--- config.mk ---
export PLATFORM = sky130hd
export DESIGN_NAME = a2d_rr_sched
export DESIGN_NICKNAME = d
export VERILOG_FILES = /design/src/rtl/a2d_pkg.sv /design/src/rtl/a2d_rr_sched_spi_mstr16.sv /design/src/rtl/a2d_rr_sched.sv
export SDC_FILE = /design/constraint.sdc
export NUM_CORES = 1
export LEC_CHECK = 0
export ABC_AREA = 0
export CAP_MARGIN = 20
export CORE_UTILIZATION = 49
export DETAILED_ROUTE_END_ITERATION = 7
export PLACE_DENSITY = 0.75
export SETUP_SLACK_MARGIN = 0.05
export SLEW_MARGIN = 30
export SYNTH_ARGS = -nofsm -noshare
export SYNTH_HDL_FRONTEND = slang
export SYNTH_HIERARCHICAL = 1
export SYNTH_SLANG_ARGS = --single-unit
--- constraint.sdc ---
create_clock -name clk -period 1.88 [get_ports clk]
set_input_delay 0.188 -clock clk [delete_from_list [all_inputs] [get_ports clk]]
set_output_delay 0.188 -clock clk [all_outputs]
set_load 0.01 [all_outputs]
--- src/rtl/a2d_pkg.sv ---
// Shared types and constants for the round-robin A2D conversion scheduler.
package a2d_pkg;

    typedef enum logic [2:0] {IDLE, XFER1, GAP, XFER2, STORE} sched_state_t;
    typedef enum logic [1:0] {LFT, RGHT, STEER, BATT} sensor_t;

    // Total SS_n-high clocks between the two transactions of a conversion.
    localparam int          GAP_CLKS = 2;
    localparam logic [10:0] CMD_PAD  = 11'h000;

    function automatic sensor_t next_sensor(input sensor_t s);
        case (s)
            LFT:     return RGHT;
            RGHT:    return STEER;
            STEER:   return BATT;
            default: return LFT;
        endcase
    endfunction

endpackage

--- src/rtl/a2d_rr_sched_spi_mstr16.sv ---
// 16-bit SPI master (mode 3 style): SCLK idles high, MOSI changes on falls, MISO sampled on rises.
module spi_mstr16 #(
    parameter int SCLK_DIV = 32
) (
    input  logic        clk,
    input  logic        rst_n,
    input  logic        wrt,
    input  logic [15:0] cmd,
    output logic        done,
    output logic [15:0] rd_data,
    output logic        SS_n,
    output logic        SCLK,
    output logic        MOSI,
    input  logic        MISO
);

    localparam int         HALF      = SCLK_DIV / 2;
    localparam int         DW        = (HALF > 1) ? $clog2(HALF) : 1;
    localparam logic [5:0] LAST_HALF = 6'd33;

    // Frame = 34 half-periods: front porch, 16 x (low, high), back porch.
    logic          active_q;
    logic [DW-1:0] div_q;
    logic [5:0]    half_q;
    logic [5:0]    half_inc;
    logic [15:0]   shft_q;
    logic          ss_n_q, sclk_q, mosi_q, done_q;

    assign half_inc = half_q + 6'd1;

    always_ff @(posedge clk or negedge rst_n) begin
        if (!rst_n) begin
            active_q <= 1'b0;
            div_q    <= '0;
            half_q   <= '0;
            shft_q   <= '0;
            ss_n_q   <= 1'b1;
            sclk_q   <= 1'b1;
            mosi_q   <= 1'b0;
            done_q   <= 1'b0;
        end else begin
            done_q <= 1'b0;
            if (!active_q) begin
                if (wrt) begin
                    active_q <= 1'b1;
                    ss_n_q   <= 1'b0;
                    div_q    <= '0;
                    half_q   <= '0;
                    shft_q   <= cmd;
                    mosi_q   <= cmd[15];
                end
            end else if (div_q == DW'(HALF - 1)) begin
                div_q <= '0;
                if (half_q == LAST_HALF) begin
                    active_q <= 1'b0;
                    ss_n_q   <= 1'b1;
                    done_q   <= 1'b1;
                end else begin
                    half_q <= half_inc;
                    if (half_inc[0]) begin
                        // Odd halves are SCLK low, except the back porch; first fall keeps cmd[15].
                        if (half_inc != LAST_HALF) sclk_q <= 1'b0;
                        if (half_inc != 6'd1 && half_inc != LAST_HALF) mosi_q <= shft_q[15];
                    end else begin
                        sclk_q <= 1'b1;
                        shft_q <= {shft_q[14:0], MISO};
                    end
                end
            end else begin
                div_q <= div_q + 1'b1;
            end
        end
    end

    assign done    = done_q;
    assign rd_data = shft_q;
    assign SS_n    = ss_n_q;
    assign SCLK    = sclk_q;
    assign MOSI    = mosi_q;

endmodule

--- src/rtl/a2d_rr_sched.sv ---
// Round-robin scheduler for an 8-channel 12-bit SPI A2D; two transactions per conversion.
// Define A2D_AUTO_EN to free-run conversions back to back (nxt ignored).
module a2d_rr_sched
    import a2d_pkg::*;
#(
    parameter int         SCLK_DIV = 32,
    parameter logic [2:0] CH_LFT   = 3'd0,
    parameter logic [2:0] CH_RGHT  = 3'd4,
    parameter logic [2:0] CH_STEER = 3'd5,
    parameter logic [2:0] CH_BATT  = 3'd6
) (
    input  logic        clk,
    input  logic        rst_n,
    input  logic        nxt,
    input  logic        MISO,
    output logic        SS_n,
    output logic        SCLK,
    output logic        MOSI,
    output logic [11:0] lft_ld,
    output logic [11:0] rght_ld,
    output logic [11:0] steer_pot,
    output logic [11:0] batt,
    output logic        busy,
    output logic        vld
);

    sched_state_t state_q;
    sensor_t      ptr_q;
    logic [1:0]   gap_q;
    logic         busy_q, vld_q;
    logic [11:0]  lft_q, rght_q, steer_q, batt_q;

    logic [2:0]   ch;
    logic [15:0]  cmd, rd_data;
    logic         start, wrt, done;
    logic [3:0]   unused_hi;

`ifdef A2D_AUTO_EN
    logic unused_nxt;
    assign unused_nxt = nxt;
    assign start      = 1'b1;
`else
    assign start      = nxt;
`endif

    always_comb begin
        ch = CH_LFT;
        case (ptr_q)
            RGHT:    ch = CH_RGHT;
            STEER:   ch = CH_STEER;
            BATT:    ch = CH_BATT;
            default: ch = CH_LFT;
        endcase
    end

    assign cmd       = {2'b00, ch, CMD_PAD};
    assign unused_hi = rd_data[15:12];

    // wrt is decoded from state so SS_n falls on the very next edge; one GAP cycle plus the done cycle gives GAP_CLKS.
    assign wrt = ((state_q == IDLE) && start) ||
                 ((state_q == GAP) && (gap_q == 2'(GAP_CLKS - 2)));

    always_ff @(posedge clk or negedge rst_n) begin
        if (!rst_n) begin
            state_q <= IDLE;
            ptr_q   <= LFT;
            gap_q   <= '0;
            busy_q  <= 1'b0;
            vld_q   <= 1'b0;
            lft_q   <= '0;
            rght_q  <= '0;
            steer_q <= '0;
            batt_q  <= '0;
        end else begin
            vld_q <= 1'b0;
            case (state_q)
                IDLE: if (start) begin
                    busy_q  <= 1'b1;
                    state_q <= XFER1;
                end
                XFER1: if (done) begin
                    gap_q   <= '0;
                    state_q <= GAP;
                end
                GAP: if (wrt) state_q <= XFER2;
                     else     gap_q   <= gap_q + 2'd1;
                XFER2: if (done) state_q <= STORE;
                STORE: begin
                    case (ptr_q)
                        LFT:     lft_q   <= rd_data[11:0];
                        RGHT:    rght_q  <= rd_data[11:0];
                        STEER:   steer_q <= rd_data[11:0];
                        default: batt_q  <= rd_data[11:0];
                    endcase
                    vld_q   <= 1'b1;
                    busy_q  <= 1'b0;
                    ptr_q   <= next_sensor(ptr_q);
                    state_q <= IDLE;
                end
                default: state_q <= IDLE;
            endcase
        end
    end

    spi_mstr16 #(.SCLK_DIV(SCLK_DIV)) u_spi (
        .clk    (clk),
        .rst_n  (rst_n),
        .wrt    (wrt),
        .cmd    (cmd),
        .done   (done),
        .rd_data(rd_data),
        .SS_n   (SS_n),
        .SCLK   (SCLK),
        .MOSI   (MOSI),
        .MISO   (MISO)
    );

    assign lft_ld    = lft_q;
    assign rght_ld   = rght_q;
    assign steer_pot = steer_q;
    assign batt      = batt_q;
    assign busy      = busy_q;
    assign vld       = vld_q;

endmodule
### After elaboration in Yosys (flattened, before gate mapping)

Cells that the tools add are included.
Widths: inputs -> output; s select.

| storage, ports and cells | value |
|---|---|
| register bits after elaboration | 88 |
| word-level logic and storage cells | 111 |

| operators by class | value |
|---|---|
| equal/unequal tests | 23 |
| bitwise gates (word level) | 2 |
| muxes and demuxes | 43 |
| reductions and logical operators | 23 |
| add/sub/neg operators | 3 |

Operator list:

| kind | number |
|---|---|
| $mux 16 | 5 |
| $mux 6 | 4 |
| $mux 1 | 20 |
| $ne 2x2->1 const B | 9 |
| $mux 3 | 4 |
| $mux 4 | 3 |
| $pmux 3 s4 | 1 |
| $reduce_and 4->1 | 3 |
| $reduce_and 2->1 | 5 |
| $pmux 3 s3 | 1 |
| $reduce_and 3->1 | 3 |
| $add 6x1->6 const B | 1 |
| $eq 3x2->1 const B | 2 |
| $eq 6x6->1 const B | 1 |
| $ne 2x1->1 const B | 3 |
| $ne 6x1->1 const B | 1 |
| $ne 6x6->1 const B | 1 |
| $pmux 2 s3 | 1 |
| $reduce_bool 2->1 | 3 |
| $reduce_and 5->1 | 1 |
| $add 4x1->4 const B | 1 |
| $eq 2x2->1 const B | 2 |
| $eq 4x4->1 const B | 1 |
| $logic_not 2->1 | 2 |
| other kinds (12) | 16 |

### Logic depth before layout (Yosys ltp)

| logic depth | value |
|---|---|
| word-level depth | 8 |
| gate-level depth with buffers | 9 |
| depth with buffers taken out | 8 |

### Modules after synthesis

Netlist, hierarchy kept.

Modules (own cells, without submodules):

| module | area an instance (µm²) | instances | cells an instance | seq. area each (µm²) |
|---|---|---|---|---|
| a2d_rr_sched | 2542.4 | 1 | 156 | 1426.4 |
| spi_mstr16 | 1599.0 | 1 | 156 | 778.2 |

### Least setup slack after synthesis

OpenSTA, ideal clock, no wires.

| path | value |
|---|---|
| kind | register to register |
| start point | reg gap_q[0] |
| end point | reg u_spi.shft_q[6], in the netlist u_spi/rd_data[6] |
| setup slack | 47 ps |
| stages on the path, launching flop included | 10 |
| required time | 1749 ps |
| clock period less this slack | 1833 ps |
| arrival time | 1702 ps |
| setup time | 131 ps |
| path buffers | 1 |
| cell sequence | dfrtp_1 inv_1 ha_1 mux2i_1 nor3_1 nor2b_1 a21oi_4 buf_6 nand2_1 o21ai_0 |

| on the way | value |
|---|---|
| longest elaborated chain between the ends | 5 |

Ends and longest elaborated chain:

| item | RTL line | source |
|---|---|---|
| start: declaration | a2d_rr_sched.sv:29 | `logic [1:0] gap_q;` |
| start signal: assignment | a2d_rr_sched.sv:86 | `else gap_q <= gap_q + 2'd1;` |
| $logic_not 2->1 | a2d_rr_sched.sv:61 | `((state_q == GAP) && (gap_q == 2'(GAP_CLKS - 2)));` |
| $logic_and 1x1->1 | a2d_rr_sched.sv:61 |  |
| $logic_or 1x1->1 | a2d_rr_sched.sv:60 | `assign wrt = ((state_q == IDLE) && start) \|\|` |
| net wrt | a2d_rr_sched.sv:35 | `logic start, wrt, done;` |
| $reduce_bool 2->1 (no source line) | - |  |
| $reduce_and 4->1 (no source line) | - |  |
| end signal: assignment | a2d_rr_sched_spi_mstr16.sv:49 | `shft_q <= cmd;` |
| end signal: assignment | a2d_rr_sched_spi_mstr16.sv:66 | `shft_q <= {shft_q[14:0], MISO};` |
| end: declaration | a2d_rr_sched_spi_mstr16.sv:26 | `logic [15:0] shft_q;` |

The timed path passes the listed nets, and every way through them passes these cells.
A chain may end at the register's enable or synchronous reset.

### Final worst setup path

| path | value |
|---|---|
| start point | reg gap_q[0] |
| end point | reg u_spi.shft_q[12], in the netlist u_spi/rd_data[12] |

Same word-level chain as after synthesis.

==> results.toml <==
[final_layout]
fin_area_um2 = 5440
nets = 430
antenna_cells = 0
drive_gt1_share_pct = 33.6
fin_cells = 525
area_delta_synth_final_pct = 31.3
final_core_util_pct = 66.2

[drt]
vias_per_cell = 5.20
met2_length_mm = 4.41
remaining_drc_errors = 0
dr.pass1.iters = 4
met1_length_mm = 4.11
topRoutingLayerUsed = "met4"
finalWirelength_mm = 8.88
ant_nets = 0
post_drt_wl_per_cell_um = 16.9
drt_iter0_markers = 111
vias = 2729
dr_wl_met3_um = 267

[cts]
clk_path_buf_depth = 2
htree_levels = 3
clk_pin_slew_worst_paths_ns = 0.09
cts.sinks = 88
cts_root_buf = "clkbuf_8"
numCtsBuffers = 9
cts_tree = "yes"
clk-insertion-delay-late_ns = 0.36

[sta]
final.setup.tns_ns = 0
hold_viol_final = 0
hold_slack_ns = 0.291
fmax_mhz = 542
setup_viol = 0
finClkSkew_ns = 0.0109
timing.final.crit_share_pct = 98.2
period_minus_slack_ns = 1.85
finalMaxSlewViolations = 0
setup_ws_ns = 0.0338
rsz0062_at_grt = "yes"

[critical_path]
cp_slowest_cell = "dfrtp_1"
worstSetupPathType = "reg -> reg"
crit_chain = "inv_2, ha_4, mux2i_4, nor3_2, nor2b_4, buf_6, a21oi_4, buf_12, clkbuf_16, nand2_2, o21ai_1"
path_delay_family = "simple AND/OR/NAND/NOR gates"
end_kind = "flop"
worstPathArrival_ns = 2.09
cp_num_buf_inv = 4
max_stage_delay_ns = 0.41
cp.required_ns = 2.12
cp_max_fo = 8
critPathLaunchType = "flop"

[floorplanning]
ios = 57
core_area_um2 = 8220
die_w_um = 93.9
die_y_um = 93.9
rows = 33
dieArea_um2 = 8820
initial_utilization_pct = 50.4

[global_routing]
grt_use_total_pct = 20.5
grt_max_degree = 34
grt_overflow_total = 0
grt_pass1_wl_mm = 13.5
grt_pass1_vias = 2623
grt_antenna_before_repair = 0

[placement]
gp_congestion = 0.787
placedCellCount = 491
preCtsSetupSlack_ns = 0.0143
port_buffers = 56
place_area_um2 = 4880
hpwlAfterDp_mm = 5.65

[power_and_ir_drop]
ir_worst_vdd_mv = 0.441
p_total_mw = 4.68
power_density_nw_per_um2 = 860
p_leak_nw = 2.55

[synth]
yosysTopAreaCell = "dfrtp_1"
syn_inst = 312
synth_cell_types = 42
synth_commonest_cells = "dfrtp_1 (86), mux2_4 (40), nand2_1 (26)"
synth_enable_flop_cells = 0
synth-seq-area-share_pct = 53.2
yosys_warnings = 6
synth_ff_type = "dfrtp_1"
syn_area_per_cell_um2 = 13.3
ys_seq_elements = 88
synth_area_leaders = "dfrtp_1 (52%), mux2_4 (15%), mux2i_1 (4.4%)"
async_flop_share_pct = 100
syn_area_um2 = 4140
synth_top_area_share_pct = 52.0
post-synth-top-count-cell = "dfrtp_1"

[status]
outcome = "finished clean"

[run]
cap_violations = 0

[worst_hold_path]
worst_hold_path_type = "in -> async"
[sequential cells by signal (all words and copies together) (netlist names)]
register,cells
rght_ld,12
vld,1
state_q,3
u_spi/SCLK,1
batt,12
u_spi/div_q,4
u_spi/rd_data,16
gap_q,2
u_spi/MOSI,1
u_spi/done,1
u_spi/SS_n,1
busy,1
u_spi/half_q,6
steer_pot,12
lft_ld,12
ptr_q,2
u_spi/active_q,1
[path summary, 6_finish.rpt]
path	startpoint	to	slack (ns)	cells past startpoint
max	gap_q[0]$_DFFE_PN0P_	u_spi/rd_data[12]$_DFFE_PN0P_	0.03	11
min	rst_n	u_spi/half_q[1]$_DFFE_PN0P_	0.29	2
max reg2reg	gap_q[0]$_DFFE_PN0P_	u_spi/rd_data[12]$_DFFE_PN0P_	0.03	11
min reg2reg	u_spi/SS_n$_DFFE_PN1P_	u_spi/SS_n$_DFFE_PN1P_	0.51	2
max in group asynchronous	rst_n	u_spi/div_q[0]$_DFFE_PN0P_	0.94	3
min in group clk	u_spi/SS_n$_DFFE_PN1P_	u_spi/SS_n$_DFFE_PN1P_	0.51	2
[layer usage]
metal / vias up / track usage, %
met5: - / 0
met4: 0 / 7.18
met3: 6 / 4.85
met1: 1380 / 28.3
met2: 64 / 31.7
li1: 1279 / -
[repair_timing]
action | CTS | global route
cloned | 0 | 4
hold buffers | 1 | 0
endpoints found under the hold margin | 25 | 0
pin swaps | 0 | 9
endpoints found under the setup margin | 4 | 18
buffers inserted | 1 | 12
resized for setup | 2 | 43
[cell type report]
cell class                      count  area [um2]
Clock buffer                       11         151
Multi-Input combinational cell    208        1870
Fill cell                         596        2780
Clock inverter                      5        65.1
Timing Repair Buffer               95         967
Inverter                           13        48.8
Tap cell                          105         131
Sequential cell                    88        2210
[kinds of logic after synthesis]
logic type / share of synthesized area (%)
xor+xnor: 0.846
compound gates: 8.31
flops: 53.2
other cells: 0.0905
fa+ha+maj: 3.32
buf+inv: 5.23
simple gates: 7.95
mux: 21.0
[power breakdown]
part           switching [mW]  internal [mW]  leakage [nW]  total [mW]
Clock                   0.695          0.696         0.110        1.39
Combinational           0.438          0.429          1.28       0.868
Sequential              0.314           2.11          1.16        2.42
Total                    1.45           3.23          2.55        4.68
[cells in the final DEF (no fill, tap or decap), drive strengths merged, types with 3 or more instances in the layout]
cell,instances
dfrtp,86
inv,13
clkdlybuf4s50,55
mux2,48
nor3b,3
buf,36
o21ai,26
a21oi,7
ha,11
a22o,7
and2,4
nand3,5
conb,13
clkbuf,14
nor2b,3
clkinv,4
mux2i,18
nand2,26
nor2,13
(Power assumes the default switching activity.)
